[src/rtl/mem_arbiter.sv]
// Two-port round-robin sequencer in front of the MAR/MDR/RAM memory block.
// Latches the winning request, then steps the memory strobes and acknowledges.
`timescale 1ns/1ps
module mem_arbiter #(
  parameter int ADDR_WIDTH = 16,
  parameter int DATA_WIDTH = 8
) (
  input  logic                  clk,
  input  logic                  rst,
  input  logic                  req0,
  input  logic                  req1,
  input  logic                  we0,
  input  logic                  we1,
  input  logic [ADDR_WIDTH-1:0] addr0,
  input  logic [ADDR_WIDTH-1:0] addr1,
  input  logic [DATA_WIDTH-1:0] wdata0,
  input  logic [DATA_WIDTH-1:0] wdata1,
  input  logic [DATA_WIDTH-1:0] mem_rdata,
  output logic                  ack0,
  output logic                  ack1,
  output logic [DATA_WIDTH-1:0] rdata,
  output logic                  owner,
  output logic                  busy,
  output logic [15:0]           bus_out,
  output logic                  bus_drv,
  output logic                  mar_load,
  output logic                  mdr_load_bus,
  output logic                  mdr_load_low,
  output logic                  ram_write,
  output logic                  mdr_en
);

  typedef enum logic [2:0] {
    IDLE,
    ADDR,
    WDATA,
    WRITE,
    RFETCH,
    RCAP,
    DONE
  } state_t;

  state_t                state_q;
  state_t                state_d;
  logic                  last_grant;
  logic                  we_q;
  logic [ADDR_WIDTH-1:0] addr_q;
  logic [DATA_WIDTH-1:0] wdata_q;
  logic                  gnt;
  logic                  gnt_port;
  logic [ADDR_WIDTH-1:0] gnt_addr;

  always_comb begin
    gnt      = req0 | req1;
    gnt_port = (req0 && req1) ? ~last_grant : req1;
    gnt_addr = gnt_port ? addr1 : addr0;
    state_d  = state_q;
    case (state_q)
      IDLE:    if (gnt) state_d = ADDR;
      ADDR:    state_d = we_q ? WDATA : RFETCH;
      WDATA:   state_d = WRITE;
      WRITE:   state_d = DONE;
      RFETCH:  state_d = RCAP;
      RCAP:    state_d = DONE;
      DONE:    state_d = IDLE;
      default: state_d = IDLE;
    endcase
  end

  // Outputs are registered from the next state so each strobe is aligned with
  // its state; ADDR is only entered from IDLE, so its bus value comes from the
  // grant mux rather than from addr_q, which loads on the same edge.
  always_ff @(posedge clk or negedge rst) begin
    if (!rst) begin
      state_q      <= IDLE;
      last_grant   <= 1'b1;
      owner        <= 1'b0;
      we_q         <= 1'b0;
      addr_q       <= '0;
      wdata_q      <= '0;
      rdata        <= '0;
      ack0         <= 1'b0;
      ack1         <= 1'b0;
      busy         <= 1'b0;
      bus_out      <= '0;
      bus_drv      <= 1'b0;
      mar_load     <= 1'b0;
      mdr_load_bus <= 1'b0;
      mdr_load_low <= 1'b0;
      ram_write    <= 1'b0;
      mdr_en       <= 1'b0;
    end else begin
      state_q <= state_d;
      if (state_q == IDLE && gnt) begin
        we_q       <= gnt_port ? we1 : we0;
        addr_q     <= gnt_addr;
        wdata_q    <= gnt_port ? wdata1 : wdata0;
        owner      <= gnt_port;
        last_grant <= gnt_port;
      end
      if (state_q == RCAP) rdata <= mem_rdata;

      busy         <= (state_d != IDLE);
      bus_drv      <= (state_d == ADDR) || (state_d == WDATA);
      mar_load     <= (state_d == ADDR);
      mdr_load_bus <= (state_d == WDATA);
      ram_write    <= (state_d == WRITE);
      mdr_load_low <= (state_d == RFETCH);
      mdr_en       <= (state_d == RCAP);
      ack0         <= (state_d == DONE) && !owner;
      ack1         <= (state_d == DONE) && owner;
      case (state_d)
        ADDR:    bus_out <= 16'(gnt_addr);
        WDATA:   bus_out <= 16'(wdata_q);
        default: bus_out <= '0;
      endcase
    end
  end

endmodule

[config.mk]
export PLATFORM = sky130hd
export DESIGN_NAME = mem_arbiter
export DESIGN_NICKNAME = d
export VERILOG_FILES = /design/src/rtl/mem_arbiter.sv
export SDC_FILE = /design/constraint.sdc
export NUM_CORES = 1
export LEC_CHECK = 0
export BUFFER_PORTS_ARGS = -buffer_cell sky130_fd_sc_hd__buf_2
export CORE_MARGIN = 4
export CORE_UTILIZATION = 49
export DETAILED_ROUTE_END_ITERATION = 6
export PLACE_DENSITY_LB_ADDON = 0.12
export SLEW_MARGIN = 20
export SYNTH_ARGS = -nofsm -noshare
export SYNTH_HDL_FRONTEND = slang
export SYNTH_SLANG_ARGS = --single-unit
[constraint.sdc]
create_clock -name clk -period 4 [get_ports clk]
set_clock_uncertainty 0.15 [all_clocks]
set_input_delay 0.6 -clock clk [delete_from_list [all_inputs] [get_ports clk]]
set_output_delay 0.6 -clock clk [all_outputs]
set_load 0.005 [all_outputs]
# Word level (Yosys, flattened, before mapping)
# Index checks and enable logic that the tools add are counted.
# totals
ff_bits	47
inputBits	62
wordCells	46
# op_classes
eq_ne	11
mux	8
n_bitwise	2
reduce_logical	9
# ops
operator	n
one-hot mux 16 bit (2 select lines)	1
2-to-1 mux 16 bit	1
equality test 3 bit (second input constant)	5
one-hot mux 3 bit (5 select lines)	1
equality test 3 x 2 -> 1 bit (second input constant)	4
2-to-1 mux 8 bit	1
equality test 3 x 1 -> 1 bit (second input constant)	2
2-to-1 mux 3 bit	2
logical AND 1 bit	4
logical NOT 3 bit	1
nonzero test 3 bit	1
2-to-1 mux 1 bit	2
OR reduction 2 bit	1
logical NOT 1 bit	1
logical OR 1 bit	1
inverter 1 bit	1
OR 1 bit	1

# Longest topological paths before layout
# Gate-level depths: netlist (run 1).
# depth
ltp_word	5
depth_mapped	6

# Worst setup path before layout (run 1)
# No wires, ideal clock.
# synth_timing
path_kind	input -> register
start	input port req1
end	register wdata_q[0]
t_arrival_ns	1.580
required_ns	3.725
path_slack_ns	2.146
cell_stages	5
path_buffers	2
path_cell_list	a21bo_1 -> buf_6 -> buf_12 -> mux2_4 -> mux2_2
# synth_via
elab_chain_cells	3
word_cells_on_any_way	5
cone_classes	mux: 2; bitwise: 1; reduce/logical: 2
# synth_lines
item	line	source
start: declaration	11	input logic req1,
logical AND 1 bit	55	gnt_port = (req0 && req1) ? ~last_grant : req1;
2-to-1 mux 1 bit	55	
2-to-1 mux 8 bit	97	wdata_q <= gnt_port ? wdata1 : wdata0;
end signal: assignment	97	
end: declaration	48	logic [DATA_WIDTH-1:0] wdata_q;
# Parallel ways exist; a longest one is shown, timed or not.
# A chain may end at the register's enable or synchronous reset.

# Worst setup path after layout (run 1)
# layout_timing
start	register last_grant
end	register wdata_q[3]
# layout_via
elab_chain_cells	3
# layout_lines
item	line	source
start: declaration	45	logic last_grant;
start signal: assignment	99	last_grant <= gnt_port;
inverter 1 bit	55	
2-to-1 mux 1 bit	55	
2-to-1 mux 8 bit	97	
# No other way between the ends.

==> impl_metrics.toml, run 1 <==
[layout]
multiInputGateArea_um2 = 748.2
ff_latch_area_um2 = 1177
design_area_um2 = 2560
final_core_util_pct = 67.88
n_antenna_cell = 0
fillerInstances = 300
layout-drive-gt1-share_pct = 51.78
area_growth_pct = 29.25
nNetsFinal = 314

[power_and_ir_drop]
switchingPower_mw = 0.4974
p_total_mw = 1.587
p_leak_nw = 1.376
pwr-share-seq_pct = 49.0
vdd_drop_max_mv = 0.3560
combPwrFrac_pct = 34.3
internal_power_mw = 1.089
clock_power_share_pct = 16.7
p_sw_share_pct = 31.35
power.density_nw_per_um2 = 619.8

[synthesis]
synth_top_area_cell = "dfrtp_1"
synth_top_cell_area_share_pct = 58.12
netlist_instances = 158
yosysWarnings = 0
synthTopCellsByArea = "dfrtp_1 (58%), mux2_2 (13%), nand2_1 (5.1%)"
yosys_register_bits = 47
seq_area_frac_synth_pct = 59.44
synthDistinctLibCells = 31
netlist_area_um2 = 1981
synthesis.nets = 220
syn_area_per_cell_um2 = 12.54

[worst_setup_path]
end_kind = "flop"
startpoint = "last_grant$_DFFE_PN1P_"
cp.required_ns = 4.03
crit_type = "flop to flop"
r2r-start = "last_grant$_DFFE_PN1P_"
worstRegToRegCells = 3
rrSetupSlack_ns = 1.82
r2r_end = "wdata_q[3]$_DFFE_PN0P_"
crit_end = "wdata_q[3]$_DFFE_PN0P_"
crit_path_start_kind = "flop"
crit_arrival_ns = 2.21
cp_max_fo = 19

[floorplanning]
start_util_pct = 52.52
die_w_um = 71.58
core_area_um2 = 3771
placementRows = 22
pin_count = 96
die_h_um = 71.58
fp.dieArea_um2 = 5123

[drt]
wl_met2_um = 1875
route.met3.wl_um = 454
topRoutingLayerUsed = "met4"
drt-met1-wl_um = 1711
drc_errors = 0
routed_wl_um = 4104
vias = 1469
detail_route.vias_per_cell = 4.880
final_antenna_net_count = 0
drt-wirelength-per-cell_um = 13.63
dr.pass1.iters = 4
drt_iter0_markers = 44

[clocking]
insertion_delay_ns = 0.29
post_cts_buffers = 0
ctsHoldBuffers = 0
clock_path_buffers = 2
cts_root_buffer = "clkbuf_8"
h-tree-depth = 2
cts-resized-gates = 0
cts_tree = "yes"
cts_buffers = 5
clock-sinks = 47
path_clk_slew_ns = 0.08

[timing]
final-max-slew-violation-count = 0
timing_hold_violations_final = 0
period_share_pct = 54.50
slew_headroom_pct = 37.61
max_freq_mhz = 458.8
fin_setup_tns_ns = 0
min_period_ns = 2.180
whs_ns = 0.1463
rsz0062_at_grt = "no"
worst_slew_pin_slew_ns = 0.9225
setup_viol = 0

[place]
post_dp_cell_area_um2 = 2469
place.gp.congestion = 0.7479
portBuffers = 95
dp_hpwl_um = 3005

[global_route]
grt_first_pass_wirelength_um = 6693
antenna_found_initial = 0
grt_pass1_vias = 1477
overflow = 0
grt_max_degree = 48
track_usage_pct = 16.79

[flow_run]
drv_cap = 0

[run_status]
outcome = "complete, no violations"

[min_path]
hold_class = "primary input to async pin"
-- layout make-up --
cell class	count	area share, %
Sequential cell	47	45.99
Clock inverter	1	0.1955
Inverter	2	0.2933
Multi-Input combinational cell	100	29.23
Clock buffer	7	2.981
Timing Repair Buffer	96	18.96
Tap cell	48	2.346
-- Yosys cell counts (all sizes together) --
master,number
nor3b,3
inv,2
mux2i,9
a31oi,1
mux2,26
a22o,1
nand3b,1
a21o,1
and2,1
a21boi,1
o21ai,10
nor4bb,1
a211o,1
xor2,1
nor2,1
a21oi,9
nand2,27
dfstp,1
and3,1
nor3,1
dfrtp,46
clkbuf,4
buf,5
nor4b,1
a21bo,1
nor4,1
nand2b,1
-- worst max-delay path, stage by stage (launching register included) --
cell,delay (ns)
dfstp_2,0.56
a21bo_1,0.68
mux2_2,0.41
mux2_2,0.26
-- logic make-up after synthesis --
group | synth area share, %
simple gates | 9.287
compound gates | 7.455
mux | 19.90
xor+xnor | 0.4423
buf+inv | 3.474
flops | 59.44
-- power groups by stage --
stage | combinational, mW | sequential (mW) | clock (mW)
after floorplan | 0.367 | 0.755 | 0
after global placement | 0.539 | 0.780 | 0
after global routing | 0.612 | 0.803 | 0.298
final | 0.544 | 0.778 | 0.265
after detailed placement | 0.555 | 0.786 | 0
after CTS | 0.557 | 0.778 | 0.274
-- metal layers --
layer  track usage (%)  up-vias
li1                  -      729
met1             20.11      670
met2             27.35       65
met3             6.311        5
met4             6.681        0
met5                 0        -
-- how the worst min path moves through the flow --
stage	startpoint	to	slack [ns]	depth (start not counted)
CTS	wdata_q[2]$_DFFE_PN0P_	bus_out[2]$_DFF_PN0_	0.34	2
detailed placement	wdata_q[5]$_DFFE_PN0P_	bus_out[5]$_DFF_PN0_	0.32	2
global placement	wdata_q[7]$_DFFE_PN0P_	bus_out[7]$_DFF_PN0_	0.31	2
floorplan	rst	ack0$_DFF_PN0_	0.15	0
global route	rst	ram_write$_DFF_PN0_	0.19	1
finish	rst	ram_write$_DFF_PN0_	0.15	1
-- flip-flops by register name, summed over array words and instances, names as in the netlist, 3 cells and up --
register,flops
wdata_q,8
rdata,8
bus_out,16
state_q,3
-- per-stage QoR --
| stage | setup slack, ns | instances |
|---|---|---|
| 6_report | 1.820 | 301 |
| 5_1_grt | 1.709 | 301 |
| 4_1_cts | 1.789 | 301 |
| 3_5_place_dp | 1.550 | 293 |
| 3_3_place_gp | 1.584 | 293 |
| 2_1_floorplan | 2.146 | 158 |
-- layout by cell type, fill, tap and decap left out, types with 2 or more instances in the layout --
master	Yosys	final
nor3b_1	3	3
mux2i_1	9	9
o21ai_0	9	9
buf_4	0	2
nand2_1	27	27
mux2_4	3	3
dfrtp_1	46	46
buf_2	3	94
clkbuf_1	4	2
clkbuf_8	0	5
inv_1	2	2
mux2_2	23	23
a21oi_1	9	9
(Power assumes the default switching activity.)
==> run 2: changes to the inputs <==
CORE_UTILIZATION = 41   (was 49)
clock period = 1.9 ns   (was 4 ns; I/O delays follow)
==> run 2 against run 1 <==
- global-route usage is 2.2 points lower
- final cell count is 4.7% higher
- hold slack worse by 0.082 ns
- sequential share of layout area is 2.0 points lower
- combinational power is 140% higher
- fmax is 22% higher
- sequential power is 100% higher
- sequential cell count stayed put
- register-to-register slack worse by 1.7 ns
- clock power grew to 2.6 times the previous value
- via count is 0.95% higher
- largest power group unchanged
==> impl_metrics.toml, run 2 (synthesized netlist as in run 1, its figures left out) <==
[global_route]
antenna_found_initial = 0
met1_usage_pct = 19.00
track_usage_pct = 14.60
busiest_layer = "met2"
gr-usage-met2_pct = 23.32
overflow = 0
grt_max_degree = 31
use_met3_pct = 4.408
grt_first_pass_wirelength_um = 7093
grt_pass1_vias = 1524

[worst_setup_path]
rrSetupSlack_ns = 0.12
worstRegToRegCells = 4
end_kind = "flop"
startpoint = "last_grant$_DFFE_PN1P_"
r2r-start = "last_grant$_DFFE_PN1P_"
crit_end = "wdata_q[1]$_DFFE_PN0P_"
r2r_end = "wdata_q[1]$_DFFE_PN0P_"
cp.required_ns = 1.93
crit_path_start_kind = "flop"
cp_max_fo = 25
crit_type = "flop to flop"
crit_arrival_ns = 1.81

[timing]
setup_viol = 0
timing_hold_violations_final = 0
rsz0062_at_grt = "no"
fin_setup_tns_ns = 0
min_period_ns = 1.783
worst_slew_pin_slew_ns = 0.7870
setup_slack_ns = 0.1170
final-max-slew-violation-count = 0
max_freq_mhz = 560.9
whs_ns = 0.06444
slew_headroom_pct = 47.53
period_share_pct = 93.84

[place]
portBuffers = 95
placed_cells = 307
post_dp_cell_area_um2 = 2561
dp_hpwl_um = 3102
place_ws_ns = 0.1219
place.gp.congestion = 0.7106

[floorplanning]
placementRows = 25
die_h_um = 77.51
core_area_um2 = 4692
fp.dieArea_um2 = 6007
pin_count = 96
die_w_um = 77.51
start_util_pct = 42.21

[flow_run]
drv_cap = 0

[layout]
design_area_um2 = 2674
top_regs = "bus_out: 16 flops, rdata: 8 flops, wdata_q: 8 flops"
largest_register = "bus_out"
nNetsFinal = 323
final_common_cell = "buf_2"
n_antenna_cell = 0
area_growth_pct = 35.00
layout-drive-gt1-share_pct = 53.26
stdcell_count = 315
largest_reg_flops = 16
final_core_util_pct = 56.99
final_cell_mix = "buf_2 (95), dfrtp_1 (46), nand2_1 (27)"

[power_and_ir_drop]
power.density_nw_per_um2 = 1328
pwr-share-seq_pct = 43.8
p_leak_nw = 1.436
clock_power_share_pct = 19.4
combPwrFrac_pct = 36.8
switchingPower_mw = 1.052
p_sw_share_pct = 29.61
internal_power_mw = 2.500
vdd_drop_max_mv = 0.6018
p_total_mw = 3.551

[drt]
drc_errors = 0
vias = 1483
routed_wl_um = 4062
drt-wirelength-per-cell_um = 12.90
drt_iter0_markers = 56
final_antenna_net_count = 0
detail_route.vias_per_cell = 4.708
dr.pass1.iters = 2

[clocking]
cts_tree = "yes"
h-tree-depth = 2
path_clk_slew_ns = 0.08
clock-sinks = 47
cts_root_buffer = "clkbuf_8"
insertion_delay_ns = 0.29
post_cts_buffers = 0
cts_buffers = 5
clock_path_buffers = 2

[min_path]
holdCritStartpoint = "req0"
hold_class = "primary input to flop"

[run_status]
outcome = "complete, no violations"
==> run 2: worst min-delay path by stage <==
stage | to | slack (ns) | cells past startpoint
floorplan | ack0$_DFF_PN0_ | -0.16 | 0
global placement | rdata[7]$_DFFE_PN0N_ | 0.1 | 1
detailed placement | rdata[7]$_DFFE_PN0N_ | 0.1 | 1
CTS | last_grant$_DFFE_PN1P_ | 0.05 | 2
global route | rdata[6]$_DFFE_PN0N_ | 0.07 | 2
finish | last_grant$_DFFE_PN1P_ | 0.06 | 2
==> run 2: what timing repair did <==
action	4_1_cts	5_1_grt
hold buffers	1	0
hold endpoints to repair	16	0
resized for setup	0	0
==> run 2: area by class of cell <==
type,instances,area (um2)
fillers,400,2018
flip-flops and latches,47,1177
repair buffers,105,578.1
multi-input cells,100,740.7
well taps,54,67.56
inverters,2,7.507
clock inverters,1,30.03
clock buffers,6,72.57
==> run 2: critical path, stage by stage (launching register included) <==
cell,delay (ns)
dfstp_2,0.56
a21bo_1,0.15
buf_12,0.19
mux2_2,0.35
mux2_2,0.25
==> run 2: power groups by stage <==
stage / Clock, mW / Sequential (mW) / Combinational [mW]
2_1_floorplan: 0 / 1.59 / 0.773
3_3_place_gp: 0 / 1.57 / 1.31
3_5_place_dp: 0 / 1.58 / 1.33
4_1_cts: 0.716 / 1.56 / 1.33
5_1_grt: 0.750 / 1.61 / 1.46
6_report: 0.689 / 1.56 / 1.31
==> run 2: metal layers <==
layer	vias up	wire (um)	part of all wire, %
met2	63	1825	45
met1	665	1821	45
met3	6	359	8.8
li1	749	-	-
met4	0	56	1.4
met5	-	0	0
